$ cat src/rtl/c499_bist_pkg.sv
// Shared definitions for the c499 BIST slice: FSM states, MISR defaults
// and the single definition of the MISR fold step.
package c499_bist_pkg;

  localparam int C499_OUT_W = 32;

  localparam logic [C499_OUT_W-1:0] DEFAULT_POLY = 32'h04C11DB7;
  localparam logic [C499_OUT_W-1:0] DEFAULT_SEED = 32'h00000000;

  typedef enum logic [1:0] {
    ST_IDLE = 2'd0,
    ST_RUN  = 2'd1,
    ST_DONE = 2'd2
  } misr_state_t;

  // One MISR step: shift left, fold the dropped MSB back through the
  // polynomial (implicit x^32 term), then XOR in the new response word.
  function automatic logic [C499_OUT_W-1:0] misr_next(
    input logic [C499_OUT_W-1:0] sig,
    input logic [C499_OUT_W-1:0] data,
    input logic [C499_OUT_W-1:0] poly
  );
    logic [C499_OUT_W-1:0] shifted;
    shifted = {sig[C499_OUT_W-2:0], 1'b0};
    if (sig[C499_OUT_W-1]) begin
      shifted = shifted ^ poly;
    end
    return shifted ^ data;
  endfunction

endpackage

$ cat src/rtl/c499_misr_core.sv
// Signature register of the c499 response compactor. Loads the seed on
// reset or on a run start, folds one response word per enabled cycle.
module c499_misr_core
  import c499_bist_pkg::*;
#(
  parameter logic [C499_OUT_W-1:0] POLY = DEFAULT_POLY,
  parameter logic [C499_OUT_W-1:0] SEED = DEFAULT_SEED
) (
  input  logic                  clk,
  input  logic                  rst,
  input  logic                  load,
  input  logic                  en,
  input  logic [C499_OUT_W-1:0] data,
  output logic [C499_OUT_W-1:0] sig,
  output logic [C499_OUT_W-1:0] sig_next
);

  // Value the register takes if this cycle's sample is accepted; the top
  // level compares it against the golden signature on the last sample.
  always_comb begin
    sig_next = misr_next(sig, data, POLY);
  end

  // Seed load has priority over folding; reset behaves like a seed load.
  always_ff @(posedge clk) begin
    if (rst || load) begin
      sig <= SEED;
    end else if (en) begin
      sig <= sig_next;
    end
  end

endmodule

$ cat src/rtl/c499_misr.sv
// c499 response compactor: FSM and pattern counter around the MISR core.
// Input handshake: resp_data is consumed on every rising edge where
// resp_valid is high while in RUN; there is no ready, the compactor never
// stalls the upstream source, and valid is ignored outside RUN.
module c499_misr
  import c499_bist_pkg::*;
#(
  parameter int               WIDTH        = C499_OUT_W,
  parameter int               NUM_PATTERNS = 1024,
  parameter int               CNT_W        = 16,
  parameter logic [WIDTH-1:0] POLY         = DEFAULT_POLY,
  parameter logic [WIDTH-1:0] SEED         = DEFAULT_SEED
) (
  input  logic              clk,
  input  logic              rst,
  input  logic              start,
  input  logic              resp_valid,
  input  logic [WIDTH-1:0]  resp_data,
  input  logic [WIDTH-1:0]  expected,
  output logic              busy,
  output logic              done,
  output logic              pass,
  output logic [WIDTH-1:0]  signature,
  output logic [CNT_W-1:0]  count,
  output misr_state_t       state
);

  localparam logic [CNT_W-1:0] LAST_IDX = CNT_W'(NUM_PATTERNS - 1);

  misr_state_t      state_q;
  misr_state_t      state_d;
  logic [CNT_W-1:0] count_q;
  logic             pass_q;
  logic [WIDTH-1:0] sig_next;
  logic             accept;
  logic             last_sample;
  logic             load_seed;

  // Start is honoured from IDLE and DONE only; a sample counts only in RUN.
  always_comb begin
    load_seed   = (state_q != ST_RUN) && start;
    accept      = (state_q == ST_RUN) && resp_valid;
    last_sample = accept && (count_q == LAST_IDX);
  end

  // Next-state logic for the IDLE -> RUN -> DONE run sequence.
  always_comb begin
    state_d = state_q;
    case (state_q)
      ST_IDLE: if (start)       state_d = ST_RUN;
      ST_RUN:  if (last_sample) state_d = ST_DONE;
      ST_DONE: if (start)       state_d = ST_RUN;
      default:                  state_d = ST_IDLE;
    endcase
  end

  // State register; reset aborts any run.
  always_ff @(posedge clk) begin
    if (rst) begin
      state_q <= ST_IDLE;
    end else begin
      state_q <= state_d;
    end
  end

  // Pattern counter: cleared on run start, stops at NUM_PATTERNS.
  always_ff @(posedge clk) begin
    if (rst || load_seed) begin
      count_q <= '0;
    end else if (accept) begin
      count_q <= count_q + 1'b1;
    end
  end

  // Verdict captured on the last sample against the post-update signature.
  always_ff @(posedge clk) begin
    if (rst || load_seed) begin
      pass_q <= 1'b0;
    end else if (last_sample) begin
      pass_q <= (sig_next == expected);
    end
  end

  c499_misr_core #(
    .POLY (POLY),
    .SEED (SEED)
  ) u_core (
    .clk      (clk),
    .rst      (rst),
    .load     (load_seed),
    .en       (accept),
    .data     (resp_data),
    .sig      (signature),
    .sig_next (sig_next)
  );

  assign busy  = (state_q == ST_RUN);
  assign done  = (state_q == ST_DONE);
  assign pass  = pass_q;
  assign count = count_q;
  assign state = state_q;

endmodule

$ cat config.mk
export PLATFORM = sky130hd
export DESIGN_NAME = c499_misr
export DESIGN_NICKNAME = d
export VERILOG_FILES = /design/src/rtl/c499_bist_pkg.sv /design/src/rtl/c499_misr_core.sv /design/src/rtl/c499_misr.sv
export SDC_FILE = /design/constraint.sdc
export NUM_CORES = 1
export LEC_CHECK = 0
export BUFFER_PORTS_ARGS = -buffer_cell sky130_fd_sc_hd__buf_2
export CAP_MARGIN = 0
export CORE_ASPECT_RATIO = 1.1
export CORE_UTILIZATION = 40
export CTS_CLUSTER_SIZE = 8
export DETAILED_ROUTE_END_ITERATION = 10
export GPL_TIMING_DRIVEN = 1
export PLACE_DENSITY = 0.71
export REMOVE_ABC_BUFFERS = 1
export SETUP_SLACK_MARGIN = 0.5
export SYNTH_ARGS = -nofsm -noshare
export SYNTH_HDL_FRONTEND = slang
export SYNTH_SLANG_ARGS = --single-unit
export TNS_END_PERCENT = 50
$ cat constraint.sdc
create_clock -name clk -period 1.9 [get_ports clk]
set_input_delay 0.38 -clock clk [delete_from_list [all_inputs] [get_ports clk]]
set_output_delay 0.38 -clock clk [all_outputs]
set_load 0.01 [all_outputs]
**Yosys cells after proc, flatten, opt, wreduce, memory -nomap -nowiden**

Index checks and enable logic that the tools add are counted.

- $add $sub $neg: 1
- Eq/ne operators: 7
- Muxes and demuxes: 4
- Bitwise gates (word level): 2
- Reduce and logical (&&, ||, !) cells: 7

Operators with widths:

| kind | number |
|---|---|
| $eq A32 B32 Y1 | 1 |
| $xor A32 B32 Y32 | 1 |
| $mux W27 | 1 |
| $add A16 B1 Y16 const B | 1 |
| $eq A16 B10 Y1 const B | 1 |
| $not A14 Y14 | 1 |
| $ne A2 B1 Y1 const B | 3 |
| $mux W2 | 2 |
| $pmux W2 S2 | 1 |
| $logic_and A1 B1 Y1 | 3 |
| $eq A2 B1 Y1 const B | 1 |
| $eq A2 B2 Y1 const B | 1 |
| $logic_not A2 Y1 | 1 |
| $reduce_and A2 Y1 | 1 |
| $reduce_or A2 Y1 | 1 |
| $logic_or A1 B1 Y1 | 1 |

- Bits in registers: 51
- Bits of input ports: 68

**Longest topological paths before layout**

- Depth in word-level cells: 5
- Gate-level depth with buffers: 8

**Hierarchy**

Synthesis repeated with hierarchy kept, for this count alone.

- Cells, all modules: 277
- Area, all modules: 2854.0 µm²

Modules (own cells, without submodules):

| module | times used | cells each | area an instance (µm²) |
|---|---|---|---|
| c499_misr_core | 1 | 138 | 1657.8 |
| c499_misr | 1 | 139 | 1196.1 |

**Least setup slack after synthesis**

No wires, ideal clock.

- Path type: register to register
- Start: reg u_core.sig[31]
- End: reg pass_q, in the netlist pass
- Library setup time: 0.087 ns
- Data arrival time: 1.836 ns
- Path slack: -0.023 ns
- Stages on the path, launching flop included: 8
- Path buffers: 1
- Clock period less this slack: 1.923 ns
- Cells stage by stage: dfxtp_1 buf_4 inv_2 a32o_1 or4_1 nor4_2 nand4_1 o31ai_1

- Longest elaborated chain between the ends: 3

Ends and longest elaborated chain:

| item | line | RTL |
|---|---|---|
| start: declaration | c499_misr_core.sv:14 | `output logic [C499_OUT_W-1:0] sig,` |
| start signal: assignment | c499_misr_core.sv:29 | `sig <= sig_next;` |
| $mux W27 | c499_bist_pkg.sv:25 | `if (sig[C499_OUT_W-1]) begin` |
| $xor A32 B32 Y32 | c499_bist_pkg.sv:28 | `return shifted ^ data;` |
| $eq A32 B32 Y1 | c499_misr.sv:80 | `pass_q <= (sig_next == expected);` |
| end signal: assignment | c499_misr.sv:80 |  |
| end: declaration | c499_misr.sv:33 | `logic pass_q;` |

Every way passes these cells.
A chain may end at the register's enable or synchronous reset.

**Worst setup path after layout**

- Start: reg u_core.sig[2]
- End: reg pass_q, in the netlist pass

Same word-level chain as after synthesis.

==> results.md <==
- Critical Path AT: between 2 and 2.5 ns
- Final setup violation count: 0
- Die area: 7307 um2
- Syn. warnings: 0
- CTS tree: built
- Reg area: 1046 um2
- Number of flops mapped to enable cells by yosys: 0
- R2r setup slk: 0.002 ns
- Routability Congestion: 0.7893
- Clk Latency, worst-skew pair: between 0.3 and 0.4 ns
- Top_reg_cell synth: dfxtp_1
- Layout area overhead: 69.88%
- Core box area: 6671 um2
- Fin util: 0.7099
- Clock root buffer: clkbuf_8
- Nets: 579
- Critical path fanouts, max: 2
- Iteration-0 DRC Markers: 90
- Setup crit start kind: flip-flop
- Clock skew: 0.005945 ns
- Worst hold path type: in2reg
- Count of different cell masters after synthesis: 40
- I/O Pins: 121
- RR Endpoint: pass
- Slew Viols, Final: 0
- Slew margin rel.: 0.7432
- DRT antenna net count: 0
- Worst Setup End Kind: flip-flop
- H-tree levels: 2
- Clk buf depth: 2
- Port buffer count: 120
- First-pass GRT wire length: 12.23 mm
- Seq cells post-synth: 51
- Final HPWL DP: 5.994 mm
- Total Routing Usage GR: 0.2202
- Outcome: complete, no violations
- Sink Count: 51
- Fin crit share: 0.9991
- Worst Setup EP: pass
- RSZ-0062 raised after global routing: true
- Commonest non-fill, non-tap cells in the layout: buf_2 (117), xnor2_1 (45), dfxtp_1 (39), nor2_1 (36), xor2_1 (34)
- Maxcap violations: 0
- Largest net degree at the start of global routing: 24
- Reg-to-Reg Start: u_core.sig[2]
- Synth Instances: 330
- Final Hold Vio Count: 0
- Drt wl/cell: 16.49 um
- Final WL: 9.760 mm
- Fin cells: a little under 600
- Fraction of registers with async set/reset: 0
- Fill cells: 506
- Critical path's slowest cell: or4_4
- Critical path class: reg2reg
- Total CTS buffers: 5
- Met1 Routed Length: 3.956 mm
- ANT cells: 0
- Seq/Total Area, Yosys: 0.3662
- CP peak stage delay: 0.54 ns
- Final Critical Period: between 1.5 and 2 ns
- Die X-Extent: slightly above 80 um
- Share of layout cells above drive strength 1: 0.5725
- Syn avg cell area: 8.447 um2
- Reg2Reg Depth: 6
- Drt first pass iters: 4
- Highest routed layer: met4
- GRT Residual Overflow: 0
- Vias: 3083
- Dpl cells: about 560
- Initial Util: 0.4179
- Residual DRC count: 0
- Row count: 31
- Peak supply drop: 0.3043 mV
- Synthesized area: around 2800 um2
- Commonest non-fill, non-tap cell in the layout: buf_2
- Pwr dens: 534.6 nW/um2
- CP cell instances: xnor2_2 > xnor2_1 > or4_4 > nor4_4 > nand4_1 > o31ai_1
- WL met3: between 500 and 600 um
- Required time worst endpoint: 2.13 ns
- CP startpoint: u_core.sig[2]
- Number of global-route vias before repair: 2672
- Reg clk slew, reported paths: 0.10 ns
- F_max: 526.8 MHz
- Metal2 WL: 5.145 mm
- Initial antenna violation count: 0
- Leak Pwr: roughly 2.1 nW
- Hold buffers post-CTS: 0
- Die height: 89.56 um
- Multi-input logic area: ~2200 um2
- Slew at the pin closest to its max-slew limit: 0.3825 ns
- Vias per cell: 5.208
-- power by group --
| part | total, mW | leakage (nW) | internal, mW | switching (mW) |
|---|---|---|---|---|
| clock | 0.663 | 0.0470 | 0.287 | 0.376 |
| sequential | 1.12 | 0.420 | 1.09 | 0.0306 |
| combinational | 0.746 | 1.62 | 0.370 | 0.376 |
-- stage by stage --
step                TNS (ns)  hold slack, ns  instance area (um2)  total power [mW]  setup WS (ns)
detailed placement   -0.1350          0.4756                 3744             1.691        -0.1350
global placement     -0.1028          0.4642                 3744             1.684        -0.1028
global route         -0.1293          0.2662                 4736             2.616        -0.1293
CTS                        0          0.2385                 3973             2.350        0.02357
finish                     0          0.2776                 4736             2.532       0.001710
floorplan             -33.20          0.4491                 2730             1.437        -0.8715
-- synth_stat cells, types with 2 or more instances --
| cell type | instances | area [um2] |
|---|---|---|
| o21ai_0 | 5 | 25.02 |
| xor2_1 | 37 | 324.1 |
| nor2_1 | 43 | 161.4 |
| clkbuf_1 | 11 | 41.29 |
| nand4_1 | 6 | 37.54 |
| or3_1 | 2 | 12.51 |
| a211oi_1 | 19 | 142.6 |
| nand3_1 | 7 | 35.03 |
| xnor2_1 | 49 | 429.2 |
| o22ai_1 | 3 | 18.77 |
| nand2b_1 | 2 | 12.51 |
| dfxtp_1 | 51 | 1021 |
| inv_1 | 7 | 26.28 |
| a222oi_1 | 2 | 20.02 |
| or4_1 | 5 | 37.54 |
| nor2b_1 | 2 | 12.51 |
| a21oi_1 | 17 | 85.08 |
| nor3_1 | 3 | 15.01 |
| nand2_1 | 36 | 135.1 |
| and3_1 | 3 | 18.77 |
-- critical path, delay by kind of cell, from the launching register on --
kind | cells | cell delay, ns
XOR/XNOR | 2 | 0.36
AO/OA/AOI/OAI | 1 | 0.21
flip-flops | 1 | 0.35
AND/OR/NAND/NOR | 3 | 0.89
-- area by class of cell --
cell class | count | area share
clock buffers | 6 | 0.01744
repair buffers | 185 | 0.2758
flip-flops and latches | 51 | 0.2209
inverters | 8 | 0.006341
multi-input cells | 259 | 0.4568
clock inverters | 1 | 0.001057
well taps | 82 | 0.02166
-- cell families (layout without fill, tap and decap cells) --
| group | count (synthesis) | count (layout) | share of synthesized area |
|---|---|---|---|
| simple gates | 114 | 115 | 0.1876 |
| xor+xnor | 87 | 87 | 0.2783 |
| compound gates | 55 | 56 | 0.1320 |
| flops | 51 | 51 | 0.3662 |
| buf+inv | 22 | 200 | 0.03142 |
| fa+ha+maj | 1 | 1 | 0.004488 |
-- flip-flops by register name, indices dropped and copies added, names as in the netlist --
name	flops
pass	1
state	2
u_core.sig	32
count	16
-- what timing repair did --
action,in CTS,in global routing
pin swaps,5,61
hold endpoints to repair,0,0
gates cloned,0,8
setup buffers,7,14
resized for setup,25,136
setup endpoints to repair,50,47
-- worst min-delay path by stage --
stage,end,cells past startpoint,slack [ns],start
2_1_floorplan,state[1],1,0.45,rst
3_3_place_gp,pass,2,0.46,pass
3_5_place_dp,u_core.sig[5],2,0.48,u_core.sig[5]
4_1_cts,state[0],2,0.24,rst
5_1_grt,state[0],2,0.27,rst
6_report,state[0],2,0.28,rst
-- routing by layer --
layer  up-vias  global-route usage
met4         0             0.05263
li1       1488                   -
met1      1478              0.2602
met3        13             0.05102
met5         -                   0
met2       104              0.4000
Power figures use the tool's default switching activity.
